[config.mk]
export PLATFORM = sky130hd
export DESIGN_NAME = uart_tx_param
export DESIGN_NICKNAME = d
export VERILOG_FILES = /design/src/rtl/uart_pkg.sv /design/src/rtl/uart_baud_tick.sv /design/src/rtl/uart_tx_param.sv
export SDC_FILE = /design/constraint.sdc
export NUM_CORES = 1
export LEC_CHECK = 0
export BUFFER_PORTS_ARGS = -buffer_cell sky130_fd_sc_hd__buf_2
export CORE_ASPECT_RATIO = 0.5
export CORE_MARGIN = 2
export CORE_UTILIZATION = 27
export CTS_CLUSTER_SIZE = 24
export DETAILED_ROUTE_END_ITERATION = 7
export PLACE_DENSITY = 0.42
export SYNTH_ARGS = -nofsm -noshare
export SYNTH_HDL_FRONTEND = slang
export SYNTH_SLANG_ARGS = --single-unit
[constraint.sdc]
create_clock -name Clk -period 2.2 [get_ports Clk]
set_input_delay 0.44 -clock Clk [delete_from_list [all_inputs] [get_ports Clk]]
set_output_delay 0.44 -clock Clk [all_outputs]
set_load 0.01 [all_outputs]
[src/rtl/uart_pkg.sv]
// Shared UART definitions: FSM state encoding, parity mode codes and baud divisor helper.
// Used by the transmitter and by the matching receiver.
package uart_pkg;

  typedef enum logic [2:0] {
    IDLE,
    START,
    DATA,
    PARITY,
    STOP,
    BREAK
  } state_t;

  localparam int PARITY_NONE = 0;
  localparam int PARITY_EVEN = 1;
  localparam int PARITY_ODD  = 2;

  function automatic int clks_per_bit(input int clk_freq, input int baud);
    return clk_freq / baud;
  endfunction

endpackage

[src/rtl/uart_baud_tick.sv]
// Bit-time counter: tick is high in the last clock of each bit period; clear restarts the period.
// Latency: tick is a combinational decode of the counter; no backpressure.
module uart_baud_tick #(
  parameter int CLKS_PER_BIT = 10
) (
  input  logic Clk,
  input  logic reset,
  input  logic clear,
  output logic tick
);

  localparam int CW = (CLKS_PER_BIT > 1) ? $clog2(CLKS_PER_BIT) : 1;

  logic [CW-1:0] cnt;

  always_ff @(posedge Clk) begin
    if (reset || clear) cnt <= '0;
    else                cnt <= cnt + CW'(1);
  end

  assign tick = (cnt == CW'(CLKS_PER_BIT - 1));

endmodule

[src/rtl/uart_tx_param.sv]
// Parametrised UART transmitter (data bits, parity, stop bits, divisor); UART_TX_BREAK_EN adds line break.
// Latency: Serial drops to the start bit on the accepting edge; tx_done marks the last stop-bit cycle.
// Backpressure: tx_ready is low for the whole frame (and during break/guard time); tx_data is latched on accept.
module uart_tx_param
  import uart_pkg::*;
#(
  parameter int CLK_FREQ    = 50000000,
  parameter int BAUD_RATE   = 9600,
  parameter int DATA_BITS   = 8,
  parameter int PARITY_MODE = 0,
  parameter int STOP_BITS   = 1
) (
  input  logic                 Clk,
  input  logic                 reset,
`ifdef UART_TX_BREAK_EN
  input  logic                 tx_break,
`endif
  input  logic                 tx_valid,
  input  logic [DATA_BITS-1:0] tx_data,
  output logic                 tx_ready,
  output logic                 Serial,
  output logic                 busy,
  output logic                 tx_done
);

  localparam int CLKS_PER_BIT = clks_per_bit(CLK_FREQ, BAUD_RATE);
  localparam logic [3:0] LAST_DATA = 4'(DATA_BITS - 1);
  localparam logic [3:0] LAST_STOP = 4'(STOP_BITS - 1);

  if (CLKS_PER_BIT < 2) begin : g_bad_divisor
    $fatal(1, "uart_tx_param: CLKS_PER_BIT must be at least 2");
  end
  if (DATA_BITS < 5 || DATA_BITS > 9) begin : g_bad_data_bits
    $fatal(1, "uart_tx_param: DATA_BITS must be 5..9");
  end
  if (STOP_BITS != 1 && STOP_BITS != 2) begin : g_bad_stop_bits
    $fatal(1, "uart_tx_param: STOP_BITS must be 1 or 2");
  end
  if (PARITY_MODE < 0 || PARITY_MODE > 2) begin : g_bad_parity
    $fatal(1, "uart_tx_param: PARITY_MODE must be 0..2");
  end

  state_t               state, state_d;
  logic [DATA_BITS-1:0] shift_q, shift_d;
  logic [3:0]           bit_idx;
  logic                 par_q, serial_d, tick, cnt_clr, accept, idle_hold;

`ifdef UART_TX_BREAK_EN
  logic brk_hold, brk_pend, brk_req;
  assign brk_req   = tx_break || brk_pend;
  assign idle_hold = brk_hold;
  assign tx_ready  = (state == IDLE) && !reset && !brk_hold && !brk_req;
`else
  assign idle_hold = 1'b0;
  assign tx_ready  = (state == IDLE) && !reset;
`endif

  assign accept  = tx_valid && tx_ready;
  assign tx_done = !reset && (state == STOP) && tick && (bit_idx == LAST_STOP);
  // Counter sits at zero in IDLE so the first bit period starts exactly at acceptance.
  assign cnt_clr = tick || (state == BREAK) || ((state == IDLE) && !idle_hold);

  uart_baud_tick #(.CLKS_PER_BIT(CLKS_PER_BIT)) u_baud (
    .Clk  (Clk),
    .reset(reset),
    .clear(cnt_clr),
    .tick (tick)
  );

  always_comb begin
    state_d  = state;
    shift_d  = shift_q;
    serial_d = 1'b1;
    case (state)
      IDLE: begin
`ifdef UART_TX_BREAK_EN
        if (brk_req) state_d = BREAK;
        else
`endif
        if (accept) state_d = START;
      end
      START:  if (tick) state_d = DATA;
      DATA:   if (tick && bit_idx == LAST_DATA)
                state_d = (PARITY_MODE != PARITY_NONE) ? PARITY : STOP;
      PARITY: if (tick) state_d = STOP;
      STOP:   if (tick && bit_idx == LAST_STOP) state_d = IDLE;
`ifdef UART_TX_BREAK_EN
      BREAK:  if (!tx_break) state_d = IDLE;
`endif
      default: state_d = IDLE;
    endcase

    if (accept)                     shift_d = tx_data;
    else if (state == DATA && tick) shift_d = shift_q >> 1;

    case (state_d)
      START, BREAK: serial_d = 1'b0;
      DATA:         serial_d = shift_d[0];
      PARITY:       serial_d = par_q;
      default:      serial_d = 1'b1;
    endcase
  end

  always_ff @(posedge Clk) begin
    if (reset) begin
      state   <= IDLE;
      shift_q <= '0;
      bit_idx <= '0;
      par_q   <= 1'b0;
      Serial  <= 1'b1;
      busy    <= 1'b0;
    end else begin
      state   <= state_d;
      shift_q <= shift_d;
      Serial  <= serial_d;
      busy    <= (state_d != IDLE);
      if (state_d != state) bit_idx <= '0;
      else if (tick)        bit_idx <= bit_idx + 4'd1;
      // The word is still unshifted throughout START, so parity comes from the latched copy.
      if (state == START)
        par_q <= (PARITY_MODE == PARITY_ODD) ? ~^shift_q : ^shift_q;
    end
  end

`ifdef UART_TX_BREAK_EN
  always_ff @(posedge Clk) begin
    if (reset) begin
      brk_hold <= 1'b0;
      brk_pend <= 1'b0;
    end else begin
      if (state == BREAK && state_d == IDLE) brk_hold <= 1'b1;
      else if (state == IDLE && tick)        brk_hold <= 1'b0;
      if (state_d == BREAK)                  brk_pend <= 1'b0;
      else if (tx_break && state != IDLE)    brk_pend <= 1'b1;
    end
  end
`endif

endmodule

# --- Yosys cells after proc, flatten, opt, wreduce, memory -nomap -nowiden ---
# Index checks and enable logic that the tools add are counted.
word_totals:
  regBits: 31
  inputBits: 11
  output_inout_bits: 4
  elab_cells: 50
op_classes:
  n_addsub: 2
  n_eq_ne: 12
  muxes: 9
  n_reduce_logical: 19
op_table:
  columns: ["op", "count"]
  rows:
  - ["$mux 8", 2]
  - ["$mux 3", 5]
  - ["$pmux 3 s5", 1]
  - ["$add 13x1->13 const B", 1]
  - ["$eq 13x13->1 const B", 1]
  - ["$eq 3x2->1 const B", 4]
  - ["$eq 3x3->1 const B", 3]
  - ["$logic_and 1x1->1", 8]
  - ["$reduce_xor 8->1", 1]
  - ["$eq 3x1->1 const B", 2]
  - ["$add 4x1->4 const B", 1]
  - ["$eq 4x3->1 const B", 1]
  - ["$logic_not 4->1", 1]
  - ["$reduce_or 2->1", 2]
  - ["$logic_not 3->1", 1]
  - ["$logic_or 1x1->1", 3]
  - ["$ne 3x3->1", 1]
  - ["$pmux 1 s3", 1]
  - ["$reduce_bool 3->1", 1]
  - ["$reduce_bool 2->1", 1]
  - ["$logic_not 1->1", 1]

# --- Logic depth before layout (Yosys ltp) ---
depth:
  ltp_word: 8
  ltp_mapped: 6
  mapped_depth_nobuf: 6

# --- Hierarchy ---
# A second synthesis with hierarchy kept.
unflattened:
  hier_cells: 176
  hier_area_um2: 1616.6
modules_own_cells:
  columns: ["mod", "n_inst", "cells_each", "area_each_um2", "seq_area_each_um2"]
  rows:
  - ["uart_tx_param", 1, 110, 1022.2, 360.3]
  - ["uart_baud_tick", 1, 66, 594.3, 260.2]

# --- Least setup slack after synthesis ---
# Ideal clock, no wire load.
synth_path:
  path_kind: "reg2reg"
  start: "reg u_baud.cnt[0]"
  end: "reg bit_idx[0]"
  setup_time_ns: 0.140
  arrival_time_ns: 1.596
  required_time_ns: 2.060
  slack_ns: 0.464
  stages_incl_launch_ff: 7
  cell_sequence: "dfxtp_1 -> ha_1 -> and3_1 -> and4_1 -> buf_4 -> a221oi_1 -> nor3_1"
synth_via:
  elab_chain_cells: 6
  word_cells_on_any_way: 10
synth_lines:
  columns: ["item", "line", "text"]
  rows:
  - ["start, declared", "uart_baud_tick.sv:14", "logic [CW-1:0] cnt;"]
  - ["start signal, assigned", "uart_baud_tick.sv:18", "else cnt <= cnt + CW'(1);"]
  - ["$eq 13x13->1 *", "uart_baud_tick.sv:21", "assign tick = (cnt == CW'(CLKS_PER_BIT - 1));"]
  - ["$logic_and 1x1->1 (on tied branches)", "uart_tx_param.sv:86, uart_tx_param.sv:83", null]
  - ["$mux 3 (on tied branches)", "uart_tx_param.sv:86, uart_tx_param.sv:83", null]
  - ["$pmux 3 s5", "uart_tx_param.sv:74", "case (state)"]
  - ["$ne 3x3->1", "uart_tx_param.sv:117", "if (state_d != state) bit_idx <= '0;"]
  - ["$reduce_or 2->1 (no line)", null, null]
  - ["end signal, assigned", "uart_tx_param.sv:118", "else if (tick) bit_idx <= bit_idx + 4'd1;"]
  - ["end, declared", "uart_tx_param.sv:45", "logic [3:0] bit_idx;"]
# Mark *: on every way between the ends. The rest lies on a longest branch, timed or not.
# A chain may end at the register's enable or synchronous reset.

# --- Final worst setup path ---
layout_path:
  start: "reg u_baud.cnt[0]"
  end: "out tx_done"
layout_via:
  elab_chain_cells: 3
layout_lines:
  columns: ["item", "line", "text"]
  rows:
  - ["$eq 13x13->1", "uart_baud_tick.sv:21", null]
  - ["$logic_and 1x1->1 (2 in a row)", "uart_tx_param.sv:59", "assign tx_done = !reset && (state == STOP) && tick && (bit_idx == LAST_STOP);"]
  - ["end, declared", "uart_tx_param.sv:23", "output logic tx_done"]
# No other way between the ends.

==> metrics <==
CP Max Fanout 6; Tmin final 2.04 ns; total CTS buffers 5; Placer Congestion 0.742; WS Path Type flop to output port; Ys Warns 0; Slew Limit Fails 0; die area roughly 0.007 mm^2; first-pass GRT wire length 6260 um; Worst-Margin Slew ~0.45 ns; min-delay src tx_data[7]; Fin. Hold Viols 0; Yosys cell types between 40 and 50; final instance area around 0.002 mm^2; post-route insts no fill 273; cell count after placement 264; Yosys reg bits 31; Core Rows 20; RSZ-0062 raised after global routing false; CTS Buffer Depth 2; Detailed Place HPWL 2630 um; EDFF count, synth 0; status finished clean; port bufs 14; Max VDD drop 0.360 mV; Hold Crit Class primary input to flop; Layout fillers 622; DR WL/cell 13.2 um; grt total ovfl 0; io pins 15; DR vias 1292; Final setup viols 0; max_cap viols 0; CTS clock-pin slew for the worst setup and hold paths 0.05 ns; Tcrit/Tclk final 0.929; drt initial violations 52; synthesized area per cell around 9.3 um^2; Clock Skew 0.00465 ns; DR DRC count 0; register area share after synthesis 0.375; n_diodes 0; Pleak 0.669 nW; PD cells about 750 mW/mm^2; setup_tns 0 ns; crit path DAT 1.60 ns; WHS Endpoint shift_q[7]$_SDFFE_PP0P_; Die Span Y 59.3 um; initial core utilization 0.277; Worst EP required about 1.8 ns; crit end category output port; initial antenna violation count 0; Reg2Reg Depth 5; Vias/cell 4.73; root buffer cell clkbuf_16; hold depth 3; total wire length 3610 um; Synth async-reset ratio 0; Final ANT Viol Nets 0; dpl cell area 0.00181 mm^2; worst-skew pair later-pin latency 0.28 ns; R2R Setup Slk 0.34 ns; TritonRoute pass-1 iters 4; CP Launch Type flop; TritonCTS clock tree yes; ys flop type dfxtp_1; Synth Instances 178; largest net degree at the start of global routing 19; nets@finish 209; DIE WIDTH 115 um; FMAX roughly 0.49 GHz; Sinks on Clock Net 31; R2R Path End bit_idx[2]$_SDFFE_PP0P_; Post-Syn Nets 192; area grow syn2layout 20.8%; relative max-transition margin 0.697; Core Area 0.00598 mm^2; H-tree depth 2; worst reg2reg startpoint u_baud.cnt[7]$_SDFF_PP0_; proportion of layout cells with a drive suffix above 1 0.194; vias in the first global route about 1300; all-layer global routing usage 0.121; Syn Std Cell Area 0.00165 mm^2
-- critical path: stages, from the launching register on --
cell and delay [ns]:
dfxtp_1 0.36, ha_2 0.22, and3_2 0.24, nand4_1 0.15, nor3b_1 0.20, buf_2 0.15
-- stage by stage --
| stage | util | power [mW] | hold WS [ns] | setup WS, ns |
|---|---|---|---|---|
| floorplan | - | 0.681 | 0.418 | 0.464 |
| global placement | 0.302 | 0.712 | 0.434 | 0.357 |
| detailed placement | 0.302 | 0.714 | 0.438 | 0.325 |
| CTS | 0.331 | 1.53 | 0.427 | 0.0536 |
| global route | 0.334 | 1.57 | 0.444 | 0.0189 |
| finish | 0.334 | 1.50 | 0.435 | 0.156 |
-- layer usage --
metal	vias to the layer above	part of all wire	track usage
met1	598	0.53	0.164
li1	675	-	-
met5	-	0	0
met4	0	0.0097	0.0361
met3	4	0.034	0.0399
met2	15	0.43	0.185
-- state kept, by name, indices dropped and copies added (netlist names) --
signal	count
bit_idx	4
u_baud.cnt	13
par_q	1
Serial	1
shift_q	8
busy	1
state	3
-- cells in the final DEF (no fill, tap or decap), drive strengths merged, types with 3 or more instances in the layout --
cell     n
a211oi   9
a21oi    3
buf     20
clkbuf   6
dfxtp   31
ha       3
inv      8
mux2i    8
nand2    4
nand2b   3
nand3    7
nand4    4
nor2    25
nor3     7
nor4     3
nor4b    3
nor4bb   3
or3      3
xnor2   17
xor2     3
-- logic make-up (layout without fill, tap and decap cells) --
family	count (synthesis)	after routing	share of synthesized area
adder cells (fa/ha/maj)	3	3	0.0227
AND/OR/NAND/NOR	70	70	0.254
flip-flops	31	31	0.375
AO/OA/AOI/OAI	28	28	0.144
multiplexers	8	8	0.0484
buffers and inverters	18	36	0.0499
XOR/XNOR	20	20	0.106
-- power by group --
| part | internal (mW) | leakage [nW] | switching, mW | total [mW] |
|---|---|---|---|---|
| clock network | 0.562 | 0.0868 | 0.240 | 0.802 |
| registers | 0.580 | 0.252 | 0.0168 | 0.596 |
| logic | 0.0502 | 0.329 | 0.0520 | 0.102 |
-- worst max-delay path by stage --
stage	startpoint	endpoint	slack (ns)	cells past startpoint
after floorplan	u_baud.cnt[0]$_SDFF_PP0_	bit_idx[0]$_SDFFE_PP0P_	0.46	6
after global placement	bit_idx[0]$_SDFFE_PP0P_	tx_done	0.36	6
after detailed placement	u_baud.cnt[0]$_SDFF_PP0_	shift_q[6]$_SDFFE_PP0P_	0.32	6
after CTS	u_baud.cnt[0]$_SDFF_PP0_	tx_done	0.05	5
after global routing	u_baud.cnt[0]$_SDFF_PP0_	tx_done	0.02	5
final	u_baud.cnt[0]$_SDFF_PP0_	tx_done	0.16	5
-- Yosys cell counts (all sizes together) (4+ instances only) --
cell type	number	share of area
nand2	4	0.0091
mux2i	8	0.048
nor2	25	0.057
clkbuf	4	0.011
xnor2	17	0.090
nor3	7	0.021
dfxtp	31	0.38
buf	6	0.021
inv	8	0.018
nand3	7	0.021
a211oi	9	0.044
nand4	4	0.019
-- timing repair --
action                                 in CTS  in global routing
setup endpoints to repair                   0                  1
hold buffers                                0                  0
endpoints found under the hold margin       0                  0
setup buffers                               0                  1
gates resized for setup                     0                  4
-- cell type report --
cell class / instances / area [um^2] / share of cell area
tap: 77 / 96.3 / 0.0482
clock buffer: 6 / 139 / 0.0695
multi-input combinational: 129 / 961 / 0.481
clock inverter: 2 / 35.0 / 0.0175
timing repair buffer: 20 / 115 / 0.0576
inverter: 8 / 30.0 / 0.0150
sequential: 31 / 622 / 0.311
No activity file was read; power rests on OpenSTA's default activity.
